--- config.mk ---
export PLATFORM = sky130hd
export DESIGN_NAME = dummy_pulpino_write
export DESIGN_NICKNAME = d
export VERILOG_FILES = /design/src/rtl/dummy_pulpino_write.sv
export SDC_FILE = /design/constraint.sdc
export NUM_CORES = 1
export LEC_CHECK = 0
export ABC_AREA = 1
export CORE_MARGIN = 2
export CORE_UTILIZATION = 51
export DETAILED_ROUTE_END_ITERATION = 16
export HOLD_SLACK_MARGIN = 0.15
export MAX_ROUTING_LAYER = met4
export PLACE_DENSITY = 0.89
export RECOVER_POWER = 25
export SETUP_SLACK_MARGIN = 0.5
export SYNTH_ARGS = -nofsm -noshare
export SYNTH_HDL_FRONTEND = slang
export SYNTH_SLANG_ARGS = --single-unit
--- constraint.sdc ---
create_clock -name clk -period 3.6 [get_ports clk]
set_input_delay 0.54 -clock clk [delete_from_list [all_inputs] [get_ports clk]]
set_output_delay 0.54 -clock clk [all_outputs]
set_load 0.02 [all_outputs]
--- src/rtl/dummy_pulpino_write.sv ---
// Transmit side of the byte-serial flicker protocol: one 32-bit word goes out
// LSB-first as four toggling byte strobes, closed by a four-phase word handshake.
module dummy_pulpino_write #(
  parameter int TIMEOUT_CYCLES = 1024,
  parameter int SYNC_STAGES    = 0
) (
  input  logic        clk,
  input  logic        rst_n,
  input  logic [31:0] in_word,
  input  logic        in_valid,
  output logic        in_ready,
  output logic        busy,
  output logic        done,
  output logic        timeout_err,
  output logic [7:0]  out_data,
  output logic        did_word_write_flicker,
  output logic        did_byte_write_flicker,
  input  logic        did_byte_read_flicker,
  input  logic        did_word_read_flicker
);

  localparam int CNT_W = (TIMEOUT_CYCLES > 2) ? $clog2(TIMEOUT_CYCLES) : 1;
  localparam logic [CNT_W-1:0] CNT_LAST =
    CNT_W'((TIMEOUT_CYCLES > 0) ? (TIMEOUT_CYCLES - 1) : 0);

  typedef enum logic [2:0] {
    S_IDLE,
    S_STROBE,
    S_WAIT_BYTE,
    S_WAIT_WORD_ACK,
    S_WAIT_WORD_CLR
  } state_t;

  state_t           r_state, w_state_nxt;
  logic [7:0]       r_data, w_data_nxt;
  logic             r_wflag, w_wflag_nxt;
  logic             r_bflag, w_bflag_nxt;
  logic             r_done, w_done_nxt;
  logic             r_terr, w_terr_nxt;
  logic [1:0]       r_idx, w_idx_nxt;
  logic [CNT_W-1:0] r_cnt, w_cnt_nxt;
  logic             r_in_ready, r_busy;
  logic [23:0]      r_shift;
  logic             w_load, w_advance, w_waiting;
  logic             w_byte_ack, w_word_ack;

  // Ack synchronisers
  generate
    if (SYNC_STAGES == 0) begin : g_nosync
      assign w_byte_ack = did_byte_read_flicker;
      assign w_word_ack = did_word_read_flicker;
    end else begin : g_sync
      logic [SYNC_STAGES-1:0] r_byte_sync, r_word_sync;
      always_ff @(posedge clk or negedge rst_n) begin
        if (!rst_n) begin
          r_byte_sync <= '0;
          r_word_sync <= '0;
        end else begin
          r_byte_sync[0] <= did_byte_read_flicker;
          r_word_sync[0] <= did_word_read_flicker;
          for (int i = 1; i < SYNC_STAGES; i++) begin
            r_byte_sync[i] <= r_byte_sync[i-1];
            r_word_sync[i] <= r_word_sync[i-1];
          end
        end
      end
      assign w_byte_ack = r_byte_sync[SYNC_STAGES-1];
      assign w_word_ack = r_word_sync[SYNC_STAGES-1];
    end
  endgenerate

  // Next-state and registered-output decode
  always_comb begin
    w_state_nxt = r_state;
    w_data_nxt  = r_data;
    w_wflag_nxt = r_wflag;
    w_bflag_nxt = r_bflag;
    w_idx_nxt   = r_idx;
    w_done_nxt  = 1'b0;
    w_terr_nxt  = 1'b0;
    w_cnt_nxt   = '0;
    w_load      = 1'b0;
    w_advance   = 1'b0;
    w_waiting   = 1'b0;

    case (r_state)
      S_IDLE: begin
        if (in_valid) begin
          w_load      = 1'b1;
          w_data_nxt  = in_word[7:0];
          w_wflag_nxt = 1'b1;
          w_idx_nxt   = 2'd0;
          w_state_nxt = S_STROBE;
        end
      end
      S_STROBE: begin
        w_bflag_nxt = ~r_bflag;
        w_state_nxt = S_WAIT_BYTE;
      end
      S_WAIT_BYTE: begin
        w_waiting = 1'b1;
        if (w_byte_ack == r_bflag) begin
          if (r_idx == 2'd3) begin
            w_state_nxt = S_WAIT_WORD_ACK;
          end else begin
            w_advance   = 1'b1;
            w_data_nxt  = r_shift[7:0];
            w_idx_nxt   = r_idx + 2'd1;
            w_state_nxt = S_STROBE;
          end
        end
      end
      S_WAIT_WORD_ACK: begin
        w_waiting = 1'b1;
        if (w_word_ack) begin
          w_wflag_nxt = 1'b0;
          w_state_nxt = S_WAIT_WORD_CLR;
        end
      end
      S_WAIT_WORD_CLR: begin
        w_waiting = 1'b1;
        if (!w_word_ack) begin
          w_done_nxt  = 1'b1;
          w_data_nxt  = 8'h00;
          w_state_nxt = S_IDLE;
        end
      end
      default: w_state_nxt = S_IDLE;
    endcase

    // A wait that resolves this cycle never aborts; the counter restarts on any state change.
    if (w_waiting && (w_state_nxt == r_state)) begin
      if ((TIMEOUT_CYCLES != 0) && (r_cnt == CNT_LAST)) begin
        w_state_nxt = S_IDLE;
        w_wflag_nxt = 1'b0;
        w_bflag_nxt = 1'b0;
        w_data_nxt  = 8'h00;
        w_idx_nxt   = 2'd0;
        w_terr_nxt  = 1'b1;
      end else if (TIMEOUT_CYCLES != 0) begin
        w_cnt_nxt = r_cnt + 1'b1;
      end
    end
  end

  // State and output registers
  always_ff @(posedge clk or negedge rst_n) begin
    if (!rst_n) begin
      r_state    <= S_IDLE;
      r_data     <= 8'h00;
      r_wflag    <= 1'b0;
      r_bflag    <= 1'b0;
      r_done     <= 1'b0;
      r_terr     <= 1'b0;
      r_idx      <= 2'd0;
      r_cnt      <= '0;
      r_in_ready <= 1'b1;
      r_busy     <= 1'b0;
    end else begin
      r_state    <= w_state_nxt;
      r_data     <= w_data_nxt;
      r_wflag    <= w_wflag_nxt;
      r_bflag    <= w_bflag_nxt;
      r_done     <= w_done_nxt;
      r_terr     <= w_terr_nxt;
      r_idx      <= w_idx_nxt;
      r_cnt      <= w_cnt_nxt;
      r_in_ready <= (w_state_nxt == S_IDLE);
      r_busy     <= (w_state_nxt != S_IDLE);
    end
  end

  // Remaining upper bytes of the accepted word; pure data, so no reset
  always_ff @(posedge clk) begin
    if (w_load) begin
      r_shift <= in_word[31:8];
    end else if (w_advance) begin
      r_shift <= {8'h00, r_shift[23:8]};
    end
  end

  assign in_ready               = r_in_ready;
  assign busy                   = r_busy;
  assign done                   = r_done;
  assign timeout_err            = r_terr;
  assign out_data               = r_data;
  assign did_word_write_flicker = r_wflag;
  assign did_byte_write_flicker = r_bflag;

endmodule

## Word level (Yosys, flattened, before mapping)

Index checks and enable logic that the tools add are counted.

| cells by class | value |
|---|---|
| $add $sub $neg | 2 |
| equality and inequality tests | 8 |
| multiplexer cells | 43 |
| bitwise logic cells | 1 |
| reductions and logical operators | 6 |

Operator list:

| operator | number |
|---|---|
| $mux W24 | 2 |
| $mux W8 | 6 |
| $pmux W8 S3 | 1 |
| $mux W10 | 2 |
| $mux W3 | 6 |
| $mux W1 | 17 |
| $pmux W3 S5 | 1 |
| $mux W2 | 6 |
| $add A10 B1 Y10 const B | 1 |
| $eq A10 B10 Y1 const B | 1 |
| $eq A3 B2 Y1 const B | 2 |
| $logic_not A3 Y1 | 2 |
| $pmux W2 S2 | 1 |
| $eq A3 B1 Y1 const B | 1 |
| $eq A3 B3 Y1 | 1 |
| $eq A3 B3 Y1 const B | 1 |
| $reduce_bool A3 Y1 | 1 |
| $reduce_or A3 Y1 | 1 |
| $add A2 B1 Y2 const B | 1 |
| $eq A2 B2 Y1 const B | 1 |
| $pmux W1 S2 | 1 |
| $reduce_bool A2 Y1 | 1 |
| $eq A1 B1 Y1 | 1 |
| $logic_and A1 B1 Y1 | 1 |
| $not A1 Y1 | 1 |

| storage, ports and cells | value |
|---|---|
| bits in registers | 53 |
| bits of input ports | 37 |
| output and inout bits | 14 |

## Logic depth before layout (Yosys ltp)

| depth | value |
|---|---|
| word-level depth | 8 |
| depth in mapped cells | 10 |
| mapped depth without buffers | 10 |

## Worst setup path after synthesis

OpenSTA, ideal clock, no wires.

| path | value |
|---|---|
| path kind | register -> register |
| from | register r_bflag (netlist: did_byte_write_flicker) |
| to | register r_shift[0] (enable) |
| arrival time | 2.467 ns |
| slack | 0.695 ns |
| stages on the path, launching flop included | 5 |
| path buffers | 0 |
| period minus slack after synthesis | 2.905 ns |
| path through | dfrtp_1 inv_1 nand2_1 nand3_1 o21ai_0 |

| on the way | value |
|---|---|
| cells in the longest elaborated chain, start to end | 4 |

Ends and longest elaborated chain:

| what | line | source |
|---|---|---|
| from (decl) | 37 | `logic r_bflag, w_bflag_nxt;` |
| from (signal assigned) | 163 | `r_bflag <= w_bflag_nxt;` |
| $eq A1 B1 Y1 | 102 | `if (w_byte_ack == r_bflag) begin` |
| $mux W1 | 102 |  |
| $mux W1 | 86 | `case (r_state)` |
| $reduce_bool A2 Y1 (no line) | - |  |
| to (signal assigned) | 176 | `r_shift <= in_word[31:8];` |
| to (signal assigned) | 178 | `r_shift <= {8'h00, r_shift[23:8]};` |
| to (decl) | 43 | `logic [23:0] r_shift;` |

No other way between the ends.
A chain may end at the register's enable or synchronous reset.

==> impl_metrics.ini <==
[global_routing]
grtUsageTotal_pct = 20.36
grt_max_degree = 36
busiest_layer = met2
use_met3_pct = 5.761
grt_first_pass_wirelength_um = 8121
met1_usage_pct = 24.26
overflow = 0
met2_usage_pct = 33.23
antenna_found_initial = 0
grt_pass1_vias = 1872

[power_and_ir_drop]
leakage_nw = 1.415
switching_share_pct = 38.00
pwr-share-seq_pct = 45.5
powerDensity_nw_per_um2 = 732.9
power_frac_comb_pct = 39.7
ir_drop_v = 0.0003106
power_mw = 2.294
internal_power_mw = 1.423
pwr-share-clk_pct = 14.8
power_switching_uw = 871.8

[clock_network]
cts_buffers = 5
htree_num_levels = 2
cts-resized-gates = 0
post_cts_buffers = 0
clockBufferDepth = 2
insertion_delay_ns = 0.31
cts_tree = yes
hold_buffers = 0
clkSinkCount = 53
cts-root-buf = clkbuf_8
clk_pin_slew_ns = 0.10

[finish]
multi_input_area_sq_um = 869.6
drive_gt1_share_pct = 10.09
fill_cells = 373
final_common_cell = nand2_1
n_antenna_cell = 0
final_util_pct = 66.28
seq_area_sq_um = 1448
final_cell_mix = nand2_1, clkdlybuf4s50_1, nor2_1
area_growth_pct = 25.60
final_nets = 364

[worst_setup_path]
worstPathCellList = dlygate4sd3_1, clkbuf_1
worst-setup-path-type = in -> async
reg2reg_to = r_shift[23]$_SDFFCE_PN0P_
worstSetupEndpointType = async pin
ff2ff_setup_slack_ns = 1.59
r2r-start = r_state[2]$_DFF_PN0_
critPathSlowestCell = clkbuf_1
cp_slowest_stage_delay_ns = 1.11
cp.arrival_ns = 2.18
critPathTopFamily = buffers and inverters
crit_path_start_kind = input pin
crit_buf_inv = 2
path_max_fanout = 29
rr_worst_depth = 6
critical_path.startpoint = rst_n
required_ns = 3.76

[worst_hold_path]
holdCritStartpoint = r_cnt[0]$_DFF_PN0_
hold-path-cell-count = 1
worstHoldEndpoint = r_cnt[0]$_DFF_PN0_
hold_class = reg -> reg

[detailed_routing]
initialDrtViolationCount = 119
wl_um = 4907
num_vias = 1958
firstDrtPassIters = 4
via_per_inst = 4.970
drc = 0
wl_per_cell_um = 12.45
antenna_left = 0

[sta]
rsz0062_at_grt = no
relSlewSlack_pct = -2.771
finClkSkew_ns = 0.004647
post-route-period-util_pct = 56.23
clock.fmax_mhz = 494.0
min_period_ns = 2.024
finalHoldViolCount = 0
tightest_slew_ns = 1.542
drv_slew = 30
setup_viol = 0
setup_tns_ns = 0

[outcome]
violations = capacitance limit, slew limit
status = finished with violations

[place]
gp_congestion = 0.8788
port_buffers = 50
dp_hpwl_um = 3537

[logic_synthesis]
syn_avg_cell_area_sq_um = 9.130
syn_inst = 273
synth_xor_area_share_pct = 2.108
synth_top_family_by_area = simple AND/OR/NAND/NOR gates
ys_seq_area_share_pct = 58.08
synthAdderAreaFrac_pct = 0.5020
synth-simple-area-share_pct = 25.40
synth_compound_area_share_pct = 6.727
syn_nets = 311
ys_ff_latch = 53
muxShareOfSynthArea_pct = 0
synth_top_cell_by_area = edfxtp_1
yosysTopAreaCellShare_pct = 28.92
syn_area_sq_um = 2492
synth.distinct_cells = 32
synth_area_leaders = edfxtp_1, dfrtp_1, nand2_1
ys_warn_count = 0

[flow_run]
cap_viol_max_count = 1

[floorplan]
num_io_pins = 51
core_area_sq_um = 4723
die_x_um = 73.91
die_y_um = 73.91
num_rows = 25
fp.dieArea_sq_um = 5462
initial_core_util_pct = 52.77
[state kept, by name (all words and copies together), names as in the netlist]
name and flops:
out_data 8, busy 1, r_shift 24, in_ready 1
r_cnt 10, r_state 3, timeout_err 1, did_byte_write_flicker 1
did_word_write_flicker 1, done 1, r_idx 2
[cell type report]
cell class                      count  area share [%]
Sequential cell                    53           46.24
Clock inverter                      3          0.6795
Clock buffer                        5           2.198
Multi-Input combinational cell    180           27.78
Inverter                           34           4.077
Timing Repair Buffer               52           16.35
Tap cell                           67           2.678
[stage by stage]
step | setup slack, ns | area (sq um) | hold slack, ns | instances
2_1_floorplan | 0.6951 | 2492 | 0.2444 | 273
3_3_place_gp | 1.350 | 3044 | 0.4481 | 386
3_5_place_dp | 1.256 | 3044 | 0.4679 | 386
4_1_cts | 1.602 | 3134 | 0.4811 | 394
5_1_grt | 1.224 | 3131 | 0.5141 | 394
6_report | 1.576 | 3131 | 0.4800 | 394
[worst max path at each step]
stage / endpoint / slack (ns) / depth (start not counted)
final: out_data[7]$_DFF_PN0_ / 1.58 / 2
after floorplan: r_shift[0]$_DFFE_PP_ / 0.70 / 4
after CTS: r_shift[17]$_SDFFCE_PN0P_ / 1.60 / 6
after global placement: r_idx[1]$_DFF_PN0_ / 1.35 / 7
after detailed placement: r_idx[1]$_DFF_PN0_ / 1.26 / 7
after global routing: r_state[1]$_DFF_PN0_ / 1.22 / 2
[synthesized netlist by cell type]
library cell  count
nand2_1          83
o31ai_1           1
buf_6             1
edfxtp_1         24
a21o_2            1
nand2_2           4
nor3_2            1
o21ai_0           3
a21oi_2           6
nand4_1           2
buf_12            1
inv_1            33
nor4_1            1
nand3_1           7
nor3b_1           1
nor3_1            2
xnor2_1           2
nor2_1           35
o211ai_1          1
nor2_4            1
buf_2             4
inv_2             1
dfrtp_1          28
xor2_1            4
a21oi_1          14
dfstp_2           1
nor2_2            6
nor3_4            1
nand3b_1          1
a31oi_1           1
ha_1              1
nand2_4           1
[cells by family (layout without fill, tap and decap cells)]
kind of cell    Yosys count  after routing
compound gates           27             27
xor+xnor                  6              6
fa+ha+maj                 1              1
buf+inv                  40             94
flops                    53             53
simple gates            146            146
[metal layers]
layer / wire length, um / vias to the layer above
met5: 0 / -
met4: 55 / 0
met3: 248 / 6
met2: 2570 / 57
met1: 2033 / 933
li1: - / 962
[power groups by stage]
stage	clock (mW)	combinational, mW	sequential (mW)
6_report	0.340	0.911	1.04
5_1_grt	0.374	1.02	1.06
4_1_cts	0.340	0.917	1.04
3_5_place_dp	0	0.911	1.05
3_3_place_gp	0	0.867	1.04
2_1_floorplan	0	0.565	1.10
Power figures use the tool's default switching activity.
